<file path="src/rtl/scan_sequencer_if.sv">
// Control/status bundle between a scan controller and scan_sequencer.
// The skip_mask signal exists only when SCAN_SEQ_SKIP_EN is defined.
interface scan_sequencer_if #(
    parameter int N       = 2,
    parameter int M       = 3,
    parameter int DWELL_W = 8
) ();
    logic               start;
    logic               stop;
    logic               one_shot;
    logic [DWELL_W-1:0] dwell;
    logic [DWELL_W-1:0] blank;
    logic [N-1:0]       addr;
    logic               ena;
    logic               busy;
    logic               wrap;
    logic               done;
`ifdef SCAN_SEQ_SKIP_EN
    logic [M-1:0]       skip_mask;
`endif

    modport master (
        output start, stop, one_shot, dwell, blank,
`ifdef SCAN_SEQ_SKIP_EN
        output skip_mask,
`endif
        input  addr, ena, busy, wrap, done
    );

    modport slave (
        input  start, stop, one_shot, dwell, blank,
`ifdef SCAN_SEQ_SKIP_EN
        input  skip_mask,
`endif
        output addr, ena, busy, wrap, done
    );
endinterface

</file>
<file path="src/rtl/scan_sequencer.sv">
// Channel-scan sequencer producing addr/ena for a one-hot decoder, with per-channel
// dwell and blanking gap. Define SCAN_SEQ_SKIP_EN to enable the skip_mask channel filter.
module scan_sequencer #(
    parameter int N       = 2,
    parameter int M       = 3,
    parameter int DWELL_W = 8
) (
    input logic            clk,
    input logic            rst,
    scan_sequencer_if.slave bus
);
    typedef enum logic [1:0] {IDLE, ACTIVE, BLANK} state_t;

    state_t             state;
    logic [DWELL_W-1:0] cnt;
    logic               one_shot_q;
    logic [N-1:0]       addr_q;
    logic               ena_q, busy_q, wrap_q, done_q;

    logic [M-1:0]       mask;
    logic [N-1:0]       first_idx, higher_idx, adv_next;
    logic               has_higher, all_masked, adv_end, adv_wrap, expire;
    logic [DWELL_W-1:0] dwell_eff;

`ifdef SCAN_SEQ_SKIP_EN
    assign mask = bus.skip_mask;
`else
    assign mask = '0;
`endif

    // Lowest unmasked channel, and lowest unmasked channel above the current one.
    always_comb begin
        first_idx  = '0;
        higher_idx = '0;
        has_higher = 1'b0;
        for (int i = M - 1; i >= 0; i--) begin
            if (!mask[i]) begin
                first_idx = N'(i);
                if (i > int'(addr_q)) begin
                    higher_idx = N'(i);
                    has_higher = 1'b1;
                end
            end
        end
    end

    assign all_masked = &mask;
    assign adv_end    = all_masked || (!has_higher && one_shot_q);
    assign adv_next   = has_higher ? higher_idx : first_idx;
    assign adv_wrap   = (adv_next <= addr_q);
    assign dwell_eff  = (bus.dwell == '0) ? DWELL_W'(1) : bus.dwell;
    assign expire     = (cnt == DWELL_W'(1)) &&
                        ((state == BLANK) || (state == ACTIVE && bus.blank == '0));

    always_ff @(posedge clk or posedge rst) begin
        if (rst) begin
            state      <= IDLE;
            cnt        <= '0;
            one_shot_q <= 1'b0;
            addr_q     <= '0;
            ena_q      <= 1'b0;
            busy_q     <= 1'b0;
            wrap_q     <= 1'b0;
            done_q     <= 1'b0;
        end else begin
            wrap_q <= 1'b0;
            done_q <= 1'b0;
            if (bus.stop) begin
                state  <= IDLE;
                addr_q <= '0;
                ena_q  <= 1'b0;
                busy_q <= 1'b0;
            end else if (state == IDLE) begin
                if (bus.start && !all_masked) begin
                    state      <= ACTIVE;
                    addr_q     <= first_idx;
                    one_shot_q <= bus.one_shot;
                    ena_q      <= 1'b1;
                    busy_q     <= 1'b1;
                    cnt        <= dwell_eff;
                end
            end else if (state == ACTIVE && cnt == DWELL_W'(1) && bus.blank != '0) begin
                state <= BLANK;
                ena_q <= 1'b0;
                cnt   <= bus.blank;
            end else if (expire) begin
                // Advance: either finish the sweep or move to the next channel.
                if (adv_end) begin
                    state  <= IDLE;
                    addr_q <= '0;
                    ena_q  <= 1'b0;
                    busy_q <= 1'b0;
                    done_q <= one_shot_q;
                end else begin
                    state  <= ACTIVE;
                    addr_q <= adv_next;
                    wrap_q <= adv_wrap;
                    ena_q  <= 1'b1;
                    cnt    <= dwell_eff;
                end
            end else begin
                cnt <= cnt - DWELL_W'(1);
            end
        end
    end

    assign bus.addr = addr_q;
    assign bus.ena  = ena_q;
    assign bus.busy = busy_q;
    assign bus.wrap = wrap_q;
    assign bus.done = done_q;
endmodule

</file>
<file path="src/flat_wrapper.sv">
// flat-port wrapper written by rule: the top's interface ports become plain ports
module scan_sequencer_flat 
#(
    parameter int N       = 2,
    parameter int M       = 3,
    parameter int DWELL_W = 8
)
  (clk, rst, bus_start, bus_stop, bus_one_shot, bus_dwell, bus_blank, bus_addr, bus_ena, bus_busy, bus_wrap, bus_done);
  scan_sequencer_if #(.N(N), .M(M), .DWELL_W(DWELL_W)) bus_i ();
  input logic clk;
  input logic rst;
  input wire logic [$bits(bus_i.start)-1:0] bus_start;
  input wire logic [$bits(bus_i.stop)-1:0] bus_stop;
  input wire logic [$bits(bus_i.one_shot)-1:0] bus_one_shot;
  input wire logic [$bits(bus_i.dwell)-1:0] bus_dwell;
  input wire logic [$bits(bus_i.blank)-1:0] bus_blank;
  output wire logic [$bits(bus_i.addr)-1:0] bus_addr;
  output wire logic [$bits(bus_i.ena)-1:0] bus_ena;
  output wire logic [$bits(bus_i.busy)-1:0] bus_busy;
  output wire logic [$bits(bus_i.wrap)-1:0] bus_wrap;
  output wire logic [$bits(bus_i.done)-1:0] bus_done;
  assign bus_i.start = bus_start;
  assign bus_i.stop = bus_stop;
  assign bus_i.one_shot = bus_one_shot;
  assign bus_i.dwell = bus_dwell;
  assign bus_i.blank = bus_blank;
  assign bus_addr = bus_i.addr;
  assign bus_ena = bus_i.ena;
  assign bus_busy = bus_i.busy;
  assign bus_wrap = bus_i.wrap;
  assign bus_done = bus_i.done;
  scan_sequencer #(.N(N), .M(M), .DWELL_W(DWELL_W)) u_core (.clk(clk), .rst(rst), .bus(bus_i));
endmodule
</file>
<file path="config.mk">
export PLATFORM = sky130hd
export DESIGN_NAME = scan_sequencer_flat
export DESIGN_NICKNAME = d
export VERILOG_FILES = /design/src/rtl/scan_sequencer_if.sv /design/src/rtl/scan_sequencer.sv /design/src/flat_wrapper.sv
export SDC_FILE = /design/constraint.sdc
export NUM_CORES = 1
export LEC_CHECK = 0
export ABC_AREA = 1
export ABC_CLOCK_PERIOD_IN_PS = 1600
export CAP_MARGIN = 20
export CORE_MARGIN = 1
export CORE_UTILIZATION = 46
export DETAILED_ROUTE_END_ITERATION = 12
export MAX_ROUTING_LAYER = met4
export PLACE_DENSITY = 0.75
export SLEW_MARGIN = 10
export SYNTH_ARGS = -nofsm -noshare
export SYNTH_HDL_FRONTEND = slang
export SYNTH_SLANG_ARGS = --single-unit
</file>
<file path="constraint.sdc">
create_clock -name clk -period 1.6 [get_ports clk]
set_clock_uncertainty 0.1 [all_clocks]
set_input_delay 0.48 -clock clk [delete_from_list [all_inputs] [get_ports clk]]
set_output_delay 0.48 -clock clk [all_outputs]
set_load 0.05 [all_outputs]
</file>
==> results of run 1 <==
==> power by group <==
group          total, mW  internal [mW]  switching [mW]
registers          0.587          0.505          0.0819
clock network      0.279          0.139           0.140
logic               1.37          0.620           0.751
==> flip-flops by register name (all words and copies together) (netlist names) <==
| name | cells |
|---|---|
| u_core.bus.addr | 2 |
| u_core.bus.busy | 1 |
| u_core.bus.done | 1 |
| u_core.bus.wrap | 1 |
| u_core.cnt | 8 |
| u_core.one_shot_q | 1 |
| u_core.state | 2 |
==> stage by stage <==
stage | worst slack (ns) | area [µm²]
floorplan | -0.0193 | 1380
global placement | -0.546 | 2000
detailed placement | -0.560 | 2000
CTS | -0.132 | 2240
global route | -0.275 | 2340
finish | -0.227 | 2340
==> cells by family (layout without fill, tap and decap cells) <==
family | Yosys count | count (layout) | share of synthesized area
AOI/OAI and AO/OA | 17 | 17 | 0.0692
xor gates and xnor gates | 4 | 4 | 0.0262
adders and majority gates | 2 | 2 | 0.0187
buffers and inverters | 36 | 111 | 0.112
DFF | 16 | 16 | 0.299
muxes | 1 | 1 | 0.00841
and+or+nand+nor | 133 | 135 | 0.466
==> what timing repair did <==
item                       4_1_cts  5_1_grt
gates resized for setup         40       19
setup buffers                    7        3
gates cloned                     2        1
hold buffers                     0        0
pin swaps                       17       13
hold endpoints to repair         0        0
setup endpoints to repair       15       16
==> cells in the final DEF, fill, tap and decap left out, types with 2 or more instances in the layout <==
cell type	count
nor2_4	10
nand2_1	49
inv_1	29
clkdlybuf4s50_1	12
buf_12	8
nand3_1	17
xnor2_1	3
nor2_1	25
nand2_4	6
buf_6	6
nor2_8	2
o21ai_1	2
nand3_2	6
o21ai_0	4
nand3_4	3
nand2_2	7
buf_4	38
o21bai_1	2
clkbuf_4	3
dfrtp_1	15
inv_2	4
a21oi_1	2
a21oi_2	5
dlygate4sd2_1	8
nor2_2	6
==> cell type report <==
class | instances | area share
repair inverters | 1 | 0.00321
inverters | 34 | 0.0578
well taps | 31 | 0.0166
multi-input cells | 159 | 0.434
flip-flops and latches | 16 | 0.172
clock buffers | 4 | 0.0155
repair buffers | 72 | 0.301
==> worst register-to-register path, delay by kind of cell (launching register included) <==
family                   cells  cell delay [ns]
flip-flops                   1             0.40
buffers and inverters        3             0.39
adder cells (fa/ha/maj)      1             0.13
AND/OR/NAND/NOR              7             0.68
AO/OA/AOI/OAI                1             0.07
==> cells in the mapped netlist <==
library cell and count:
dfrtp_1 16, nor2_8 2, nand2_4 1, o21ai_1 2, nor2_4 1, ha_1 2, mux2_2 1, o21bai_1 2
xnor2_1 3, nand4_1 1, nor3_1 1, nor2_2 2, xor2_1 1, o21a_1 1, nand2_1 58, buf_8 1
o21ai_0 5, inv_2 2, nor4_1 1, a21oi_1 7, buf_2 1, inv_1 31, nor2_1 37, inv_4 1
nand3_4 2, nand2_2 4, nand3_1 23
==> path summary, 6_finish.rpt <==
check	from	endpoint	slack, ns	depth (start not counted)
max	u_core.cnt[1]	u_core.cnt[0]	-0.23	12
min	rst	u_core.cnt[7]	0.36	3
max reg2reg	u_core.cnt[1]	u_core.cnt[0]	-0.23	12
min reg2reg	u_core.one_shot_q	u_core.one_shot_q	0.42	1
max in group asynchronous	rst	u_core.state[0]	0.83	3
min in group clk	u_core.one_shot_q	u_core.one_shot_q	0.42	1
==> per-layer routing <==
layer / share of wire / routed length, µm
met4: 0.044 / 228
met2: 0.49 / 2560
met3: 0.069 / 360
met1: 0.39 / 2050
met5: 0 / 0
==> results.py, run 1 <==
metrics = {
    "layout": {
        "fill_cells": 160,
        "diodes": 0,
        "syn_to_final_growth_pct": 74.5,
        "drive_gt1_frac": 0.392,
        "multi_input_area_um2": 1010,
        "final_util": 0.847,
        "layout.nets": 310,
        "seqCellArea_um2": 402,
        "finalNonFillerCells": 317,
    },
    "global_route": {
        "grt_usage": 0.295,
        "grt_pass1_wl_um": 6880,
        "grt_max_degree": 17,
        "gr-usage-met1": 0.328,
        "antenna_found_initial": 0,
        "grtUsageMet3": 0.0395,
        "grt.overflow.total": 0,
        "first_global_vias": 1605,
        "grt_busiest_layer": "met2",
        "use_met2": 0.525,
    },
    "die": {
        "die_y_um": 56.0,
        "initial_utilization": 0.485,
        "io_pins": 27,
        "core-area_um2": 2760,
        "fp-row-count": 19,
        "floorplan.die_area_um2": 3130,
        "chipWidth_um": 56.0,
    },
    "clock_tree": {
        "path_clk_slew_ns": 0.10,
        "cts.path.max_buffers": 2,
        "cts-htree-levels": 1,
        "cts.sinks": 16,
        "cts_tree": "yes",
        "ctsRootBufferMaster": "clkbuf_4",
        "cts_made_buffers": 3,
        "worstSkewPairLatency_ns": 0.31,
    },
    "drt": {
        "vias": 1751,
        "wl_um": 5190,
        "via_per_inst": 5.52,
        "wl_per_cell_um": 16.4,
        "drt_pass1_iterations": 4,
        "drt_iter0_drc": 97,
        "drcViolationCount": 0,
        "ant_nets": 0,
    },
    "yosys": {
        "synth.cell_area_um2": 1340,
        "ys_seq_area_frac": 0.299,
        "yosys.area.top_type_share": 0.299,
        "synth.distinct_cells": 27,
        "synth_area_leader_cell": "dfrtp_1",
        "synth_cells": 209,
        "avgSynthCellArea_um2": 6.41,
        "ys_top_cells_by_area": "dfrtp_1 (30%), nand2_1 (16%), nor2_1 (10%)",
        "syn_nets": 232,
        "synth-seq-cells": 16,
        "yosysWarnings": 0,
    },
    "sta": {
        "tightestPinTransition_ns": 0.283,
        "fin_crit_ns": 1.83,
        "hold_slack_ns": 0.358,
        "finalCritPeriodShare": 1.14,
        "tns_ns": -2.27,
        "hold_violations": 0,
        "setup_ws_ns": -0.227,
        "grt_setup_unrepaired": "true",
        "fmaxAchievable_ghz": 0.547,
        "setup_viol": 16,
        "slew_viol_final": 0,
        "max_slew_margin": 0.809,
    },
    "setup_path": {
        "crit_family": "simple AND/OR/NAND/NOR gates",
        "cp.buffers_inverters": 3,
        "crit_slowest_cell": "dfrtp_1",
        "crit_path_start_kind": "flip-flop",
        "critPathArrivalTime_ns": 1.98,
        "worstSetupEndpointType": "flip-flop",
        "cp_max_fo": 6,
        "critPathMaxStageDelay_ns": 0.40,
        "path_cells": "inv_2 > ha_4 > nand2_4 > nor2_8 > buf_6 > nand3_4 > buf_4 > nand3_1 > o21ai_2 > nand2_1 > nand3_2 > nand2_1",
        "criticalPathCategory": "reg2reg",
        "path_common_cell": "nand2_1",
        "required_ns": 1.75,
    },
    "outcome": {
        "violations": "negative setup slack",
        "outcome": "finished, violations left",
    },
    "place": {
        "placed_cells": 300,
        "place.gp.congestion": 0.919,
        "hpwl_um": 2920,
        "portBuffers": 26,
    },
    "power": {
        "total_leakage_power_nw": 1.22,
        "ir_drop_v": 0.00105,
        "p_per_area_nw_per_um2": 958,
        "power.total_mw": 2.24,
    },
    "worst_hold_path": {
        "min_path_type": "in2async",
    },
    "job": {
        "max_cap_viol_count": 0,
    },
}
(Power assumes the default switching activity.)
==> inputs of run 2 (changes only) <==
CELL_PAD_IN_SITES_DETAIL_PLACEMENT = 0   (was unset)
CELL_PAD_IN_SITES_GLOBAL_PLACEMENT = 1   (was unset)
CORE_UTILIZATION = 39   (was 46)
DONT_BUFFER_PORTS = 1   (was unset)
PLACE_DENSITY = unset   (was 0.75)
PLACE_DENSITY_LB_ADDON = 0.1   (was unset)
RECOVER_POWER = 100   (was unset)
==> results.py, run 2 (synthesized netlist as in run 1, its figures left out) <==
metrics = {
    "die": {
        "fp-row-count": 20,
        "chipWidth_um": 60.6,
        "floorplan.die_area_um2": 3670,
        "io_pins": 27,
        "die_y_um": 60.6,
        "initial_utilization": 0.425,
        "core-area_um2": 3150,
    },
    "sta": {
        "fmaxAchievable_ghz": 0.578,
        "finalCritPeriodShare": 1.08,
        "max_slew_margin": 0.659,
        "grt_setup_unrepaired": "true",
        "setup_ws_ns": -0.131,
        "fin_crit_ns": 1.73,
        "setup_viol": 12,
        "tightestPinTransition_ns": 0.512,
        "hold_violations": 0,
        "slew_viol_final": 0,
    },
    "drt": {
        "wl_per_cell_um": 12.1,
        "via_per_inst": 4.87,
        "drt_iter0_drc": 104,
        "ant_nets": 0,
        "drt_pass1_iterations": 4,
        "vias": 1411,
        "drcViolationCount": 0,
        "wl_um": 3520,
    },
    "setup_path": {
        "crit_path_start_kind": "flip-flop",
        "criticalPathCategory": "reg2reg",
        "worstSetupEndpointType": "flip-flop",
        "cp_max_fo": 7,
        "required_ns": 1.68,
        "critPathArrivalTime_ns": 1.81,
    },
    "clock_tree": {
        "worstSkewPairLatency_ns": 0.29,
        "cts-htree-levels": 1,
        "cts_made_buffers": 3,
        "cts_tree": "yes",
        "cts.sinks": 16,
        "ctsRootBufferMaster": "clkbuf_4",
        "path_clk_slew_ns": 0.10,
        "cts.path.max_buffers": 2,
    },
    "layout": {
        "layout.nets": 270,
        "final_cell_mix": "nand2_1 (52), inv_1 (29), buf_4 (29)",
        "largest_reg_flops": 8,
        "drive_gt1_frac": 0.321,
        "diodes": 0,
        "mostFrequentLayoutCell": "nand2_1",
        "fill_cells": 335,
        "syn_to_final_growth_pct": 35.9,
        "regMostFlops": "u_core.cnt",
        "finalNonFillerCells": 290,
    },
    "place": {
        "place.gp.congestion": 0.905,
        "portBuffers": 0,
        "placed_cells": 280,
        "hpwl_um": 2840,
    },
    "global_route": {
        "first_global_vias": 1444,
        "antenna_found_initial": 0,
        "grt_usage": 0.229,
        "grt_max_degree": 17,
        "grt_pass1_wl_um": 6040,
        "grt.overflow.total": 0,
    },
    "power": {
        "total_leakage_power_nw": 0.970,
        "p_per_area_nw_per_um2": 1090,
        "ir_drop_v": 0.000570,
        "power.total_mw": 1.98,
    },
    "outcome": {
        "violations": "negative setup slack",
        "outcome": "finished, violations left",
    },
    "worst_hold_path": {
        "min_path_type": "in2reg",
    },
    "job": {
        "max_cap_viol_count": 0,
    },
}
## run 2: changes by cell type in the layout (fill, tap and decap cells not counted), sizes merged
cell	change
clkinvlp	-1
clkdlybuf4s50	-12
nand3	-1
buf	-21
clkbuf	+3
nor2	-1
dlygate4sd3	+1
dlygate4sd2	-8
## run 2: layout make-up
cell class              count  area [µm²]  share of cell area
clock buffers               4        36.3              0.0199
inverters                  34         130              0.0715
multi-input cells         157         910               0.500
flip-flops and latches     16         402               0.221
well taps                  44        55.1              0.0303
repair buffers             35         287               0.157
## run 2: power by group
group	internal (mW)	total [mW]	switching (mW)
sequential	0.504	0.610	0.106
clock	0.139	0.278	0.139
combinational	0.497	1.09	0.595
total	1.14	1.98	0.840
## run 2: metrics by stage
| step | area [µm²] | utilization | worst slack (ns) | hold WS, ns | setup TNS [ns] |
|---|---|---|---|---|---|
| after floorplan | 1380 | - | -0.0193 | 0.294 | -0.0627 |
| after global placement | 1660 | 0.525 | -0.163 | 0.223 | -1.18 |
| after detailed placement | 1660 | 0.525 | -0.197 | 0.230 | -1.74 |
| after CTS | 1780 | 0.566 | -0.151 | 0.218 | -1.45 |
| after global routing | 1820 | 0.577 | -0.244 | 0.227 | -2.83 |
| final | 1820 | 0.577 | -0.131 | 0.228 | -1.28 |
## run 2: final timing paths
| check | start | end | slack, ns | cells past startpoint |
|---|---|---|---|---|
| setup / recovery | u_core.cnt[3] | u_core.cnt[5] | -0.13 | 11 |
| hold / removal | bus_one_shot | u_core.one_shot_q | 0.23 | 1 |
| setup reg to reg | u_core.cnt[3] | u_core.cnt[5] | -0.13 | 11 |
| hold reg to reg | u_core.one_shot_q | u_core.one_shot_q | 0.42 | 1 |
| max in group asynchronous | rst | u_core.cnt[0] | 0.25 | 3 |
| min in group asynchronous | rst | u_core.bus.done | 0.45 | 2 |
## run 2: worst max-delay path: stages (launching register included)
cell and delay, ns:
dfrtp_1 0.40, nor2_2 0.14, nand2_2 0.11, nor2_8 0.19
nand3_4 0.11, nand2_4 0.12, buf_12 0.12, nand2_2 0.04
nand2_1 0.05, o21bai_1 0.06, nand2_1 0.10, nand2_1 0.08
## run 2: timing repair
| action | 4_1_cts | 5_1_grt |
|---|---|---|
| resized for setup | 15 | 8 |
| endpoints found under the hold margin | 7 | 0 |
| hold buffers | 1 | 0 |
| pin swaps | 5 | 11 |
| setup buffers | 3 | 2 |
| endpoints found under the setup margin | 14 | 16 |
## run 2: per-layer routing
metal	share of wire	track usage	up-vias	wire, µm
li1	-	-	726	-
met1	0.44	0.266	641	1550
met2	0.50	0.416	35	1750
met3	0.045	0.0235	9	160
met4	0.018	0.0682	0	65
met5	0	-	-	0
